**src/rtl/mem_port_arbiter_if.sv**
```systemverilog
// Memory-side bus of the port arbiter: one request/acknowledge channel to a
// single-ported memory.
//
// Handshake: mem_req is raised by the master and held, together with mem_we,
// mem_addr and mem_wdata, completely stable until the slave answers with a
// single-cycle mem_ack pulse. mem_rdata is valid only in that mem_ack cycle.
// The master drops mem_req in the cycle after the ack. At most one request is
// outstanding. A mem_ack while no request is pending is ignored.
interface mem_port_arbiter_if;
  logic        mem_req;
  logic        mem_we;
  logic [31:0] mem_addr;
  logic [31:0] mem_wdata;
  logic        mem_ack;
  logic [31:0] mem_rdata;

  modport master (
    output mem_req,
    output mem_we,
    output mem_addr,
    output mem_wdata,
    input  mem_ack,
    input  mem_rdata
  );

  modport slave (
    input  mem_req,
    input  mem_we,
    input  mem_addr,
    input  mem_wdata,
    output mem_ack,
    output mem_rdata
  );
endinterface

```
**src/rtl/mem_port_arbiter.sv**
```systemverilog
// Shares one single-ported memory between the instruction-fetch and data ports
// of the pipeline. Each port keeps a one-entry result buffer tagged with the
// address it was fetched for; results are held until both ports are ready in
// the same cycle (advance), which is when the pipeline consumes them.
module mem_port_arbiter #(
  parameter bit D_FIRST   = 1'b1,
  parameter int CNT_WIDTH = 32
) (
  input  logic                 clock,
  input  logic                 reset,
  input  logic [31:0]          icache_addr,
  output logic [31:0]          icache_data,
  output logic                 icache_rdy,
  input  logic [31:0]          dcache_addr,
  input  logic [31:0]          dcache_wdata,
  input  logic                 dcache_en,
  input  logic                 dcache_wr,
  output logic [31:0]          dcache_rdata,
  output logic                 dcache_rdy,
  mem_port_arbiter_if.master   mem,
  output logic [CNT_WIDTH-1:0] stall_cnt,
  output logic [1:0]           dbg_state
);

  typedef enum logic [1:0] {
    IDLE   = 2'd0,
    I_BUSY = 2'd1,
    D_BUSY = 2'd2
  } state_t;

  state_t                 state_q, state_d;
  logic                   mem_req_q, mem_req_d;
  logic                   mem_we_q, mem_we_d;
  logic [31:0]            mem_addr_q, mem_addr_d;
  logic [31:0]            mem_wdata_q, mem_wdata_d;
  logic                   i_done_q, i_done_d;
  logic                   d_done_q, d_done_d;
  logic [31:0]            i_buf_q, i_buf_d;
  logic [31:0]            d_buf_q, d_buf_d;
  logic [31:0]            i_tag_q, i_tag_d;
  logic [31:0]            d_tag_q, d_tag_d;
  logic [CNT_WIDTH-1:0]   stall_cnt_q, stall_cnt_d;

  logic i_hit;
  logic d_hit;
  logic advance;
  logic i_keep;
  logic d_keep;
  logic i_need;
  logic d_need;

  // Readiness, advance and the pending flags the IDLE decision works from.
  // A done entry survives only if its tag still matches the current address
  // and the pipeline is not consuming it on this edge; a stale entry counts
  // as not done, so the port is re-issued.
  always_comb begin
    i_hit      = i_done_q && (i_tag_q == icache_addr);
    d_hit      = d_done_q && (d_tag_q == dcache_addr);
    icache_rdy = i_hit;
    dcache_rdy = !dcache_en || d_hit;
    advance    = icache_rdy && dcache_rdy;
    i_keep     = i_hit && !advance;
    d_keep     = d_hit && !advance;
    i_need     = !i_keep;
    d_need     = dcache_en && !d_keep;
  end

  // Next-state logic for the sequencer, result buffers and stall counter.
  always_comb begin
    state_d     = state_q;
    mem_req_d   = mem_req_q;
    mem_we_d    = mem_we_q;
    mem_addr_d  = mem_addr_q;
    mem_wdata_d = mem_wdata_q;
    i_done_d    = i_done_q;
    d_done_d    = d_done_q;
    i_buf_d     = i_buf_q;
    d_buf_d     = d_buf_q;
    i_tag_d     = i_tag_q;
    d_tag_d     = d_tag_q;
    stall_cnt_d = advance ? stall_cnt_q : stall_cnt_q + CNT_WIDTH'(1);

    if (advance) begin
      i_done_d = 1'b0;
      d_done_d = 1'b0;
    end

    case (state_q)
      IDLE: begin
        // Stale or consumed entries are dropped here; matching ones are kept.
        i_done_d = i_keep;
        d_done_d = d_keep;
        if (d_need && (D_FIRST || !i_need)) begin
          state_d     = D_BUSY;
          mem_req_d   = 1'b1;
          mem_we_d    = dcache_wr;
          mem_addr_d  = dcache_addr;
          mem_wdata_d = dcache_wdata;
          d_tag_d     = dcache_addr;
          d_done_d    = 1'b0;
        end else if (i_need) begin
          state_d    = I_BUSY;
          mem_req_d  = 1'b1;
          mem_we_d   = 1'b0;
          mem_addr_d = icache_addr;
          i_tag_d    = icache_addr;
          i_done_d   = 1'b0;
        end
      end
      I_BUSY: begin
        if (mem.mem_ack) begin
          i_buf_d   = mem.mem_rdata;
          i_done_d  = 1'b1;
          mem_req_d = 1'b0;
          state_d   = IDLE;
        end
      end
      D_BUSY: begin
        // Stores capture mem_rdata too; the value is simply never used.
        if (mem.mem_ack) begin
          d_buf_d   = mem.mem_rdata;
          d_done_d  = 1'b1;
          mem_req_d = 1'b0;
          state_d   = IDLE;
        end
      end
      default: begin
        state_d   = IDLE;
        mem_req_d = 1'b0;
      end
    endcase
  end

  // State register; reset wins over advance and mem_ack in the same cycle.
  always_ff @(posedge clock) begin
    if (reset) begin
      state_q     <= IDLE;
      mem_req_q   <= 1'b0;
      mem_we_q    <= 1'b0;
      mem_addr_q  <= '0;
      mem_wdata_q <= '0;
      i_done_q    <= 1'b0;
      d_done_q    <= 1'b0;
      i_buf_q     <= '0;
      d_buf_q     <= '0;
      i_tag_q     <= '0;
      d_tag_q     <= '0;
      stall_cnt_q <= '0;
    end else begin
      state_q     <= state_d;
      mem_req_q   <= mem_req_d;
      mem_we_q    <= mem_we_d;
      mem_addr_q  <= mem_addr_d;
      mem_wdata_q <= mem_wdata_d;
      i_done_q    <= i_done_d;
      d_done_q    <= d_done_d;
      i_buf_q     <= i_buf_d;
      d_buf_q     <= d_buf_d;
      i_tag_q     <= i_tag_d;
      d_tag_q     <= d_tag_d;
      stall_cnt_q <= stall_cnt_d;
    end
  end

  // Registered outputs.
  always_comb begin
    mem.mem_req   = mem_req_q;
    mem.mem_we    = mem_we_q;
    mem.mem_addr  = mem_addr_q;
    mem.mem_wdata = mem_wdata_q;
    icache_data   = i_buf_q;
    dcache_rdata  = d_buf_q;
    stall_cnt     = stall_cnt_q;
    dbg_state     = state_q;
  end

endmodule

```
**src/flat_wrapper.sv**
```systemverilog
// flat-port wrapper written by rule: the top's interface ports become plain ports
module mem_port_arbiter_flat 
#(
  parameter bit D_FIRST   = 1'b1,
  parameter int CNT_WIDTH = 32
)
  (clock, reset, icache_addr, icache_data, icache_rdy, dcache_addr, dcache_wdata, dcache_en, dcache_wr, dcache_rdata, dcache_rdy, stall_cnt, dbg_state, mem_mem_req, mem_mem_we, mem_mem_addr, mem_mem_wdata, mem_mem_ack, mem_mem_rdata);
  mem_port_arbiter_if mem_i ();
  input  logic clock;
  input  logic reset;
  input  logic [31:0] icache_addr;
  output logic [31:0] icache_data;
  output logic icache_rdy;
  input  logic [31:0] dcache_addr;
  input  logic [31:0] dcache_wdata;
  input  logic dcache_en;
  input  logic dcache_wr;
  output logic [31:0] dcache_rdata;
  output logic dcache_rdy;
  output logic [CNT_WIDTH-1:0] stall_cnt;
  output logic [1:0] dbg_state;
  output wire logic [$bits(mem_i.mem_req)-1:0] mem_mem_req;
  output wire logic [$bits(mem_i.mem_we)-1:0] mem_mem_we;
  output wire logic [$bits(mem_i.mem_addr)-1:0] mem_mem_addr;
  output wire logic [$bits(mem_i.mem_wdata)-1:0] mem_mem_wdata;
  input wire logic [$bits(mem_i.mem_ack)-1:0] mem_mem_ack;
  input wire logic [$bits(mem_i.mem_rdata)-1:0] mem_mem_rdata;
  assign mem_mem_req = mem_i.mem_req;
  assign mem_mem_we = mem_i.mem_we;
  assign mem_mem_addr = mem_i.mem_addr;
  assign mem_mem_wdata = mem_i.mem_wdata;
  assign mem_i.mem_ack = mem_mem_ack;
  assign mem_i.mem_rdata = mem_mem_rdata;
  mem_port_arbiter #(.D_FIRST(D_FIRST), .CNT_WIDTH(CNT_WIDTH)) u_core (.clock(clock), .reset(reset), .icache_addr(icache_addr), .icache_data(icache_data), .icache_rdy(icache_rdy), .dcache_addr(dcache_addr), .dcache_wdata(dcache_wdata), .dcache_en(dcache_en), .dcache_wr(dcache_wr), .dcache_rdata(dcache_rdata), .dcache_rdy(dcache_rdy), .mem(mem_i), .stall_cnt(stall_cnt), .dbg_state(dbg_state));
endmodule
```
**config.mk**
```make
export PLATFORM = sky130hd
export DESIGN_NAME = mem_port_arbiter_flat
export DESIGN_NICKNAME = d
export VERILOG_FILES = /design/src/rtl/mem_port_arbiter_if.sv /design/src/rtl/mem_port_arbiter.sv /design/src/flat_wrapper.sv
export SDC_FILE = /design/constraint.sdc
export NUM_CORES = 1
export LEC_CHECK = 0
export BUFFER_PORTS_ARGS = -buffer_cell sky130_fd_sc_hd__clkbuf_2
export CORE_ASPECT_RATIO = 0.8
export CORE_MARGIN = 8
export CORE_UTILIZATION = 48
export CTS_BUF_LIST = sky130_fd_sc_hd__clkbuf_8
export CTS_CLUSTER_SIZE = 30
export DETAILED_ROUTE_END_ITERATION = 7
export PLACE_DENSITY = 0.78
export REMOVE_ABC_BUFFERS = 1
export SLEW_MARGIN = 20
export SYNTH_ARGS = -nofsm -noshare
export SYNTH_HDL_FRONTEND = slang
export SYNTH_SLANG_ARGS = --single-unit
```
**constraint.sdc**
```tcl
create_clock -name clock -period 2.4 [get_ports clock]
set_input_delay 0.12 -clock clock [delete_from_list [all_inputs] [get_ports clock]]
set_output_delay 0.12 -clock clock [all_outputs]
set_load 0.01 [all_outputs]
```
==> impl_metrics.tcl, run 1 <==
set metrics [dict create \
    clk_pin_slew_worst_paths_ns 0.07 \
    hold_violations 0 \
    gp_congestion 0.877 \
    critPathRequiredTime_ns 2.81 \
    synth_top_area_share_pct 47.0 \
    grt_pass1_vias 10300 \
    r2r-end "u_core.mem.mem_addr[0]" \
    layout_common_cells "clkbuf_2, nand2_1, dfxtp_1" \
    cp_max_fo 13 \
    skew_ns 0.0272 \
    yosysWarnings 0 \
    timing_worst_setup_path_type "reg -> reg" \
    cp.arrival_ns 2.93 \
    cts_num_sinks 230 \
    status "finished, violations left" \
    worst_slew_pin_slew_ns 0.769 \
    netlist_instances 1134 \
    cp_slowest_cell "or4_4" \
    cpPeakStageDelay_ns 0.52 \
    yosys-top-cells-area "dfxtp_1, mux2i_1, nand2_1" \
    ys_types 49 \
    maxCapViolCount 0 \
    fin_nets 1728 \
    final_common_cell "clkbuf_2" \
    vias 10100 \
    drtIter0Drc 798 \
    hold_class "in -> reg" \
    vias_per_cell 5.37 \
    core.rowCount 46 \
    antenna_found_initial 2 \
    core_sq_um 19900 \
    die_h_um 144 \
    top_level_ports 299 \
    ir_drop_uv 476 \
    cts_buffers 37 \
    min_period_ns 2.52 \
    reg2reg_setup_slack_ns -0.12 \
    finish.utilization_pct 71.9 \
    die-area_sq_um 25300 \
    fin_crit_sh_pct 105 \
    pwr_density_cell_nw_per_um2 662 \
    fin_area_sq_um 14300 \
    wl_per_cell_um 18.6 \
    clockBufferDepth 3 \
    fill_cells 1417 \
    rsz0062_at_grt "true" \
    cp-end-kind "flop" \
    die_w_um 176 \
    synth_top_cell_by_area "dfxtp_1" \
    max-slew-margin-rel_pct 48.7 \
    power_mw 9.49 \
    ys_seq_elements 230 \
    dp_slack_ns -0.148 \
    drt_pass1_iterations 7 \
    reg2reg_depth 9 \
    grt.total_usage_pct 25.8 \
    ys_seq_area_share_pct 47.0 \
    postRouteAntennaNets 0 \
    p_leak_nw 6.31 \
    dp.cells 1665 \
    failed_checks "negative setup slack" \
    drive_gt1_share_pct 28.8 \
    hold_start "icache_addr[30]" \
    avgSynthCellArea_sq_um 8.65 \
    tns_ns -5.75 \
    grt_max_degree 108 \
    start_kind "flop" \
    timing.hold.ws_ns 0.0306 \
    grt_pass1_wl_um 53500 \
    setup_viol 116 \
    max_freq_mhz 396 \
    htreeDepth 2 \
    clk_latency_ns 0.52 \
    routed_wl_um 35100 \
    area_growth_pct 46.1 \
    cts_tree "done" \
    post-dp-hpwl_um 21600 \
    synth_area_sq_um 9810 \
    crit_path_cell_trace "xor2_2, nor4_2, nand4_1, or4_4, clkinv_4, o21a_4, buf_12, mux2i_1, a211oi_1" \
    holdPathEnd "u_core.i_tag_q[30]" \
    reg2reg_from "u_core.i_tag_q[15]" \
    worstHoldPathCells 4 \
    route.detailed.drc 0 \
    setup_ws_ns -0.123 \
    initial_core_util_pct 49.2 \
    place_area_sq_um 11700 \
    grt_overflow 0 \
    portBuffers 298 \
    stdcell_count 1889 \
    final_max_slew_viol_count 0 \
    cts-root-buf "clkbuf_8" \
]
-- worst max-delay path: cells and delay by family (launching register included) --
kind / cells / cell delay (ns)
xor+xnor: 1 / 0.20
flops: 1 / 0.34
compound gates: 2 / 0.53
mux: 1 / 0.11
buf+inv: 2 / 0.26
simple gates: 3 / 0.95
-- worst max path at each step --
stage | from | endpoint | slack [ns] | depth (start not counted)
global route | u_core.i_tag_q[15] | u_core.mem.mem_addr[20] | -0.27 | 10
finish | u_core.i_tag_q[15] | u_core.mem.mem_addr[0] | -0.12 | 9
CTS | u_core.i_tag_q[19] | u_core.mem.mem_wdata[5] | -0.08 | 10
detailed placement | u_core.i_tag_q[19] | u_core.mem.mem_addr[12] | -0.15 | 9
global placement | u_core.d_tag_q[11] | u_core.i_tag_q[31] | -0.11 | 9
floorplan | u_core.dbg_state[0] | u_core.d_tag_q[0] | -3.35 | 5
-- cells in the mapped netlist (all sizes together) --
cell type and number:
nand3 46, nor2 79, inv 10, and3 4
o22ai 1, mux2 3, o221ai 1, dfxtp 230
buf 18, o31a 4, o21a 24, nand4b 1
a31o 1, o21ai 7, xor2 35, or2 2
clkinv 1, xnor2 37, nor2b 5, and2 5
a21oi 107, nor3 14, mux2i 97, and4 2
nand2 243, nor4 19, nand4 18, a211oi 32
ha 4, clkbuf 60, a31oi 1, nor4b 2
o211ai 6, nand2b 3, o31ai 1, or4 3
or3 6, o2111ai 2
-- per-layer routing --
metal	vias up	part of all wire, %	GRT usage, %
li1	4798	-	-
met1	4773	39	30.2
met2	485	49	43.9
met3	88	9.2	7.13
met4	0	3.0	11.4
met5	-	0	0
-- cell families after synthesis --
kind of cell	Yosys count	synth area share (%)
mux	100	10.2
fa+ha+maj	4	0.510
compound gates	187	11.7
buf+inv	89	4.02
simple gates	452	20.2
xor+xnor	72	6.43
flops	230	47.0
-- area by class of cell --
class	instances	area (sq um)	area share, %
antenna	6	15.0	0.105
clock buffer	46	633	4.42
clock inverter	21	111	0.777
inverter	11	46.3	0.323
multi-input combinational	815	5000	34.9
sequential	230	4610	32.2
tap	264	330	2.31
timing repair buffer	496	3580	25.0
-- what timing repair did --
action / in CTS / in global routing
resized for setup: 29 / 47
cloned: 7 / 2
hold buffers: 129 / 0
hold endpoints to repair: 200 / 0
buffers inserted: 13 / 5
endpoints found under the setup margin: 135 / 166
pin swaps: 4 / 19
-- power by group --
part,internal (mW),switching [mW]
logic,0.856,1.01
clock network,1.83,1.55
registers,4.08,0.168
-- registers in the layout, indices dropped and copies added (netlist names) --
| register | count |
|---|---|
| u_core.stall_cnt | 32 |
| u_core.dbg_state | 2 |
| u_core.mem.mem_req | 1 |
| u_core.mem.mem_we | 1 |
| u_core.i_tag_q | 32 |
| u_core.d_tag_q | 32 |
| u_core.dcache_rdata | 32 |
| u_core.mem.mem_wdata | 32 |
| u_core.i_done_q | 1 |
| u_core.mem.mem_addr | 32 |
| u_core.d_done_q | 1 |
| u_core.icache_data | 32 |
No activity file was read; power rests on OpenSTA's default activity.
==> run 2: changes to the inputs <==
--- a/config.mk
+++ b/config.mk
@@ -5,14 +5,14 @@
 export SDC_FILE = /design/constraint.sdc
 export NUM_CORES = 1
 export LEC_CHECK = 0
-export BUFFER_PORTS_ARGS = -buffer_cell sky130_fd_sc_hd__clkbuf_2
 export CORE_ASPECT_RATIO = 0.8
 export CORE_MARGIN = 8
-export CORE_UTILIZATION = 48
+export CORE_UTILIZATION = 56
 export CTS_BUF_LIST = sky130_fd_sc_hd__clkbuf_8
 export CTS_CLUSTER_SIZE = 30
 export DETAILED_ROUTE_END_ITERATION = 7
-export PLACE_DENSITY = 0.78
+export DONT_BUFFER_PORTS = 1
+export PLACE_DENSITY = 0.74
 export REMOVE_ABC_BUFFERS = 1
 export SLEW_MARGIN = 20
 export SYNTH_ARGS = -nofsm -noshare
==> run 2 against run 1 <==
Against the previous run: the run ends with negative hold slack, negative setup slack left; worst hold slack lost 0.36 ns; die area fell by 13%; setup slack lost 0.16 ns; sequential cell count stayed put; total power decreased by 4.2%; global-route usage grew 0.50 points; first-iteration DRC count fell by 19%; non-clock buffer count is 313 lower; largest power group unchanged.
==> impl_metrics.tcl, run 2 (synthesis gave the netlist of run 1 again) <==
set metrics [dict create \
    status "finished, violations left" \
    failed_checks "negative hold slack, negative setup slack" \
    start_kind "flop" \
    setup_ws_ns -0.281 \
    post-dp-hpwl_um 18900 \
    dp_slack_ns -0.0932 \
    crit_end "u_core.mem.mem_addr[5]" \
    antenna_cells 0 \
    pwr_density_cell_nw_per_um2 713 \
    clk_latency_ns 0.53 \
    gp_congestion 0.863 \
    p_leak_nw 5.15 \
    max-slew-margin-rel_pct 61.6 \
    r2r-end "u_core.mem.mem_addr[5]" \
    fin_nets 1415 \
    antenna_found_initial 0 \
    die-area_sq_um 22000 \
    die_h_um 134 \
    top_level_ports 299 \
    final_common_cell "nand2_1" \
    hold_violations 113 \
    power.switching_mw 2.51 \
    skew_ns 0.0295 \
    cts_num_sinks 230 \
    cp.arrival_ns 3.10 \
    vias_per_cell 5.78 \
    initial_core_util_pct 56.8 \
    place_area_sq_um 10300 \
    grt_pass1_vias 8647 \
    routed_wl_um 32200 \
    layout_common_cells "nand2_1, dfxtp_1, dlygate4sd3_1" \
    stdcell_count 1530 \
    pwr-share-clk_pct 37.2 \
    tns_ns -27.20 \
    max_freq_mhz 373 \
    ff_latch_area_sq_um 4610 \
    dp.cells 1331 \
    cp-end-kind "flop" \
    wl_per_cell_um 21.1 \
    route.detailed.drc 0 \
    area_growth_pct 30.1 \
    cts_tree "done" \
    core_sq_um 17300 \
    fill_cells 1241 \
    critPathRequiredTime_ns 2.82 \
    timing.hold.ws_ns -0.334 \
    htreeDepth 2 \
    rsz0062_at_grt "true" \
    setup_viol 166 \
    cp_max_fo 7 \
    grt_max_degree 187 \
    grt_pass1_wl_um 47100 \
    postRouteAntennaNets 0 \
    fin_crit_sh_pct 112 \
    reg2reg_setup_slack_ns -0.28 \
    drt_pass1_iterations 5 \
    ir_drop_uv 494 \
    final_max_slew_viol_count 0 \
    min_period_ns 2.68 \
    pwr-share-seq_pct 48.0 \
    reg2reg_from "u_core.i_tag_q[25]" \
    vias 8851 \
    swShare_pct 27.7 \
    timing_worst_setup_path_type "reg -> reg" \
    cts_buffers 37 \
    worst_slew_pin_slew_ns 0.576 \
    cts_hold_buf 105 \
    power_frac_comb_pct 14.8 \
    core.rowCount 43 \
    fin_area_sq_um 12800 \
    maxCapViolCount 0 \
    hold_class "in -> reg" \
    multi_input_area_sq_um 5070 \
    drtIter0Drc 646 \
    grt.total_usage_pct 26.3 \
    portBuffers 0 \
    drive_gt1_share_pct 14.9 \
    clockBufferDepth 3 \
    crit_start "u_core.i_tag_q[25]" \
    p_int_mw 6.57 \
    clk_pin_slew_worst_paths_ns 0.06 \
    grt_overflow 0 \
    cts-root-buf "clkbuf_8" \
    reg2reg_depth 10 \
    die_w_um 164 \
]
[run 2: routing by layer]
layer	GRT usage [%]	routed length, um	vias up
met5	0	0	-
met4	6.50	744	0
met3	10.9	3770	76
met2	45.1	15800	364
met1	29.9	11800	4241
li1	-	-	4170
[run 2: power groups by stage]
stage	sequential [mW]	clock (mW)	combinational, mW
6_report	4.37	3.38	1.34
5_1_grt	4.39	3.58	1.45
4_1_cts	4.36	3.43	1.15
3_5_place_dp	4.44	0	0.977
3_3_place_gp	4.43	0	0.953
2_1_floorplan	4.37	0	0.751
[run 2: worst min-delay path by stage]
stage | slack, ns | cells after the start | startpoint | end
after floorplan | 0.19 | 1 | reset | u_core.d_done_q
after CTS | -0.35 | 1 | reset | u_core.mem.mem_addr[4]
after global placement | 0.21 | 1 | reset | u_core.mem.mem_addr[4]
after detailed placement | 0.21 | 1 | reset | u_core.d_tag_q[24]
after global routing | -0.35 | 1 | reset | u_core.mem.mem_addr[4]
final | -0.33 | 1 | reset | u_core.mem.mem_addr[4]
[run 2: cell type report]
cell class,count,share of cell area [%]
repair buffers,183,15.7
flip-flops and latches,230,36.1
multi-input cells,815,39.8
inverters,11,0.343
clock buffers,46,4.96
clock inverters,20,0.853
well taps,225,2.21
[run 2: what timing repair did]
item | in CTS | in global routing
buffers inserted | 9 | 8
pin swaps | 5 | 33
gates resized for setup | 11 | 83
cloned | 4 | 7
hold endpoints to repair | 215 | 113
setup endpoints to repair | 137 | 167
[run 2: per-stage QoR]
step	total power [mW]	utilization (%)	hold slack, ns
floorplan	5.12	-	0.189
global placement	5.38	59.4	0.210
detailed placement	5.42	59.4	0.209
CTS	8.94	71.1	-0.350
global route	9.42	73.9	-0.346
finish	9.09	73.9	-0.334
[run 2: worst max-delay path, stage by stage (launching register included)]
cell      delay, ns
dfxtp_1        0.32
xor2_1         0.19
nor4_1         0.33
nand4_1        0.19
or4_4          0.58
inv_4          0.08
o21a_4         0.16
buf_12         0.15
buf_16         0.15
mux2i_1        0.09
a211oi_1       0.31
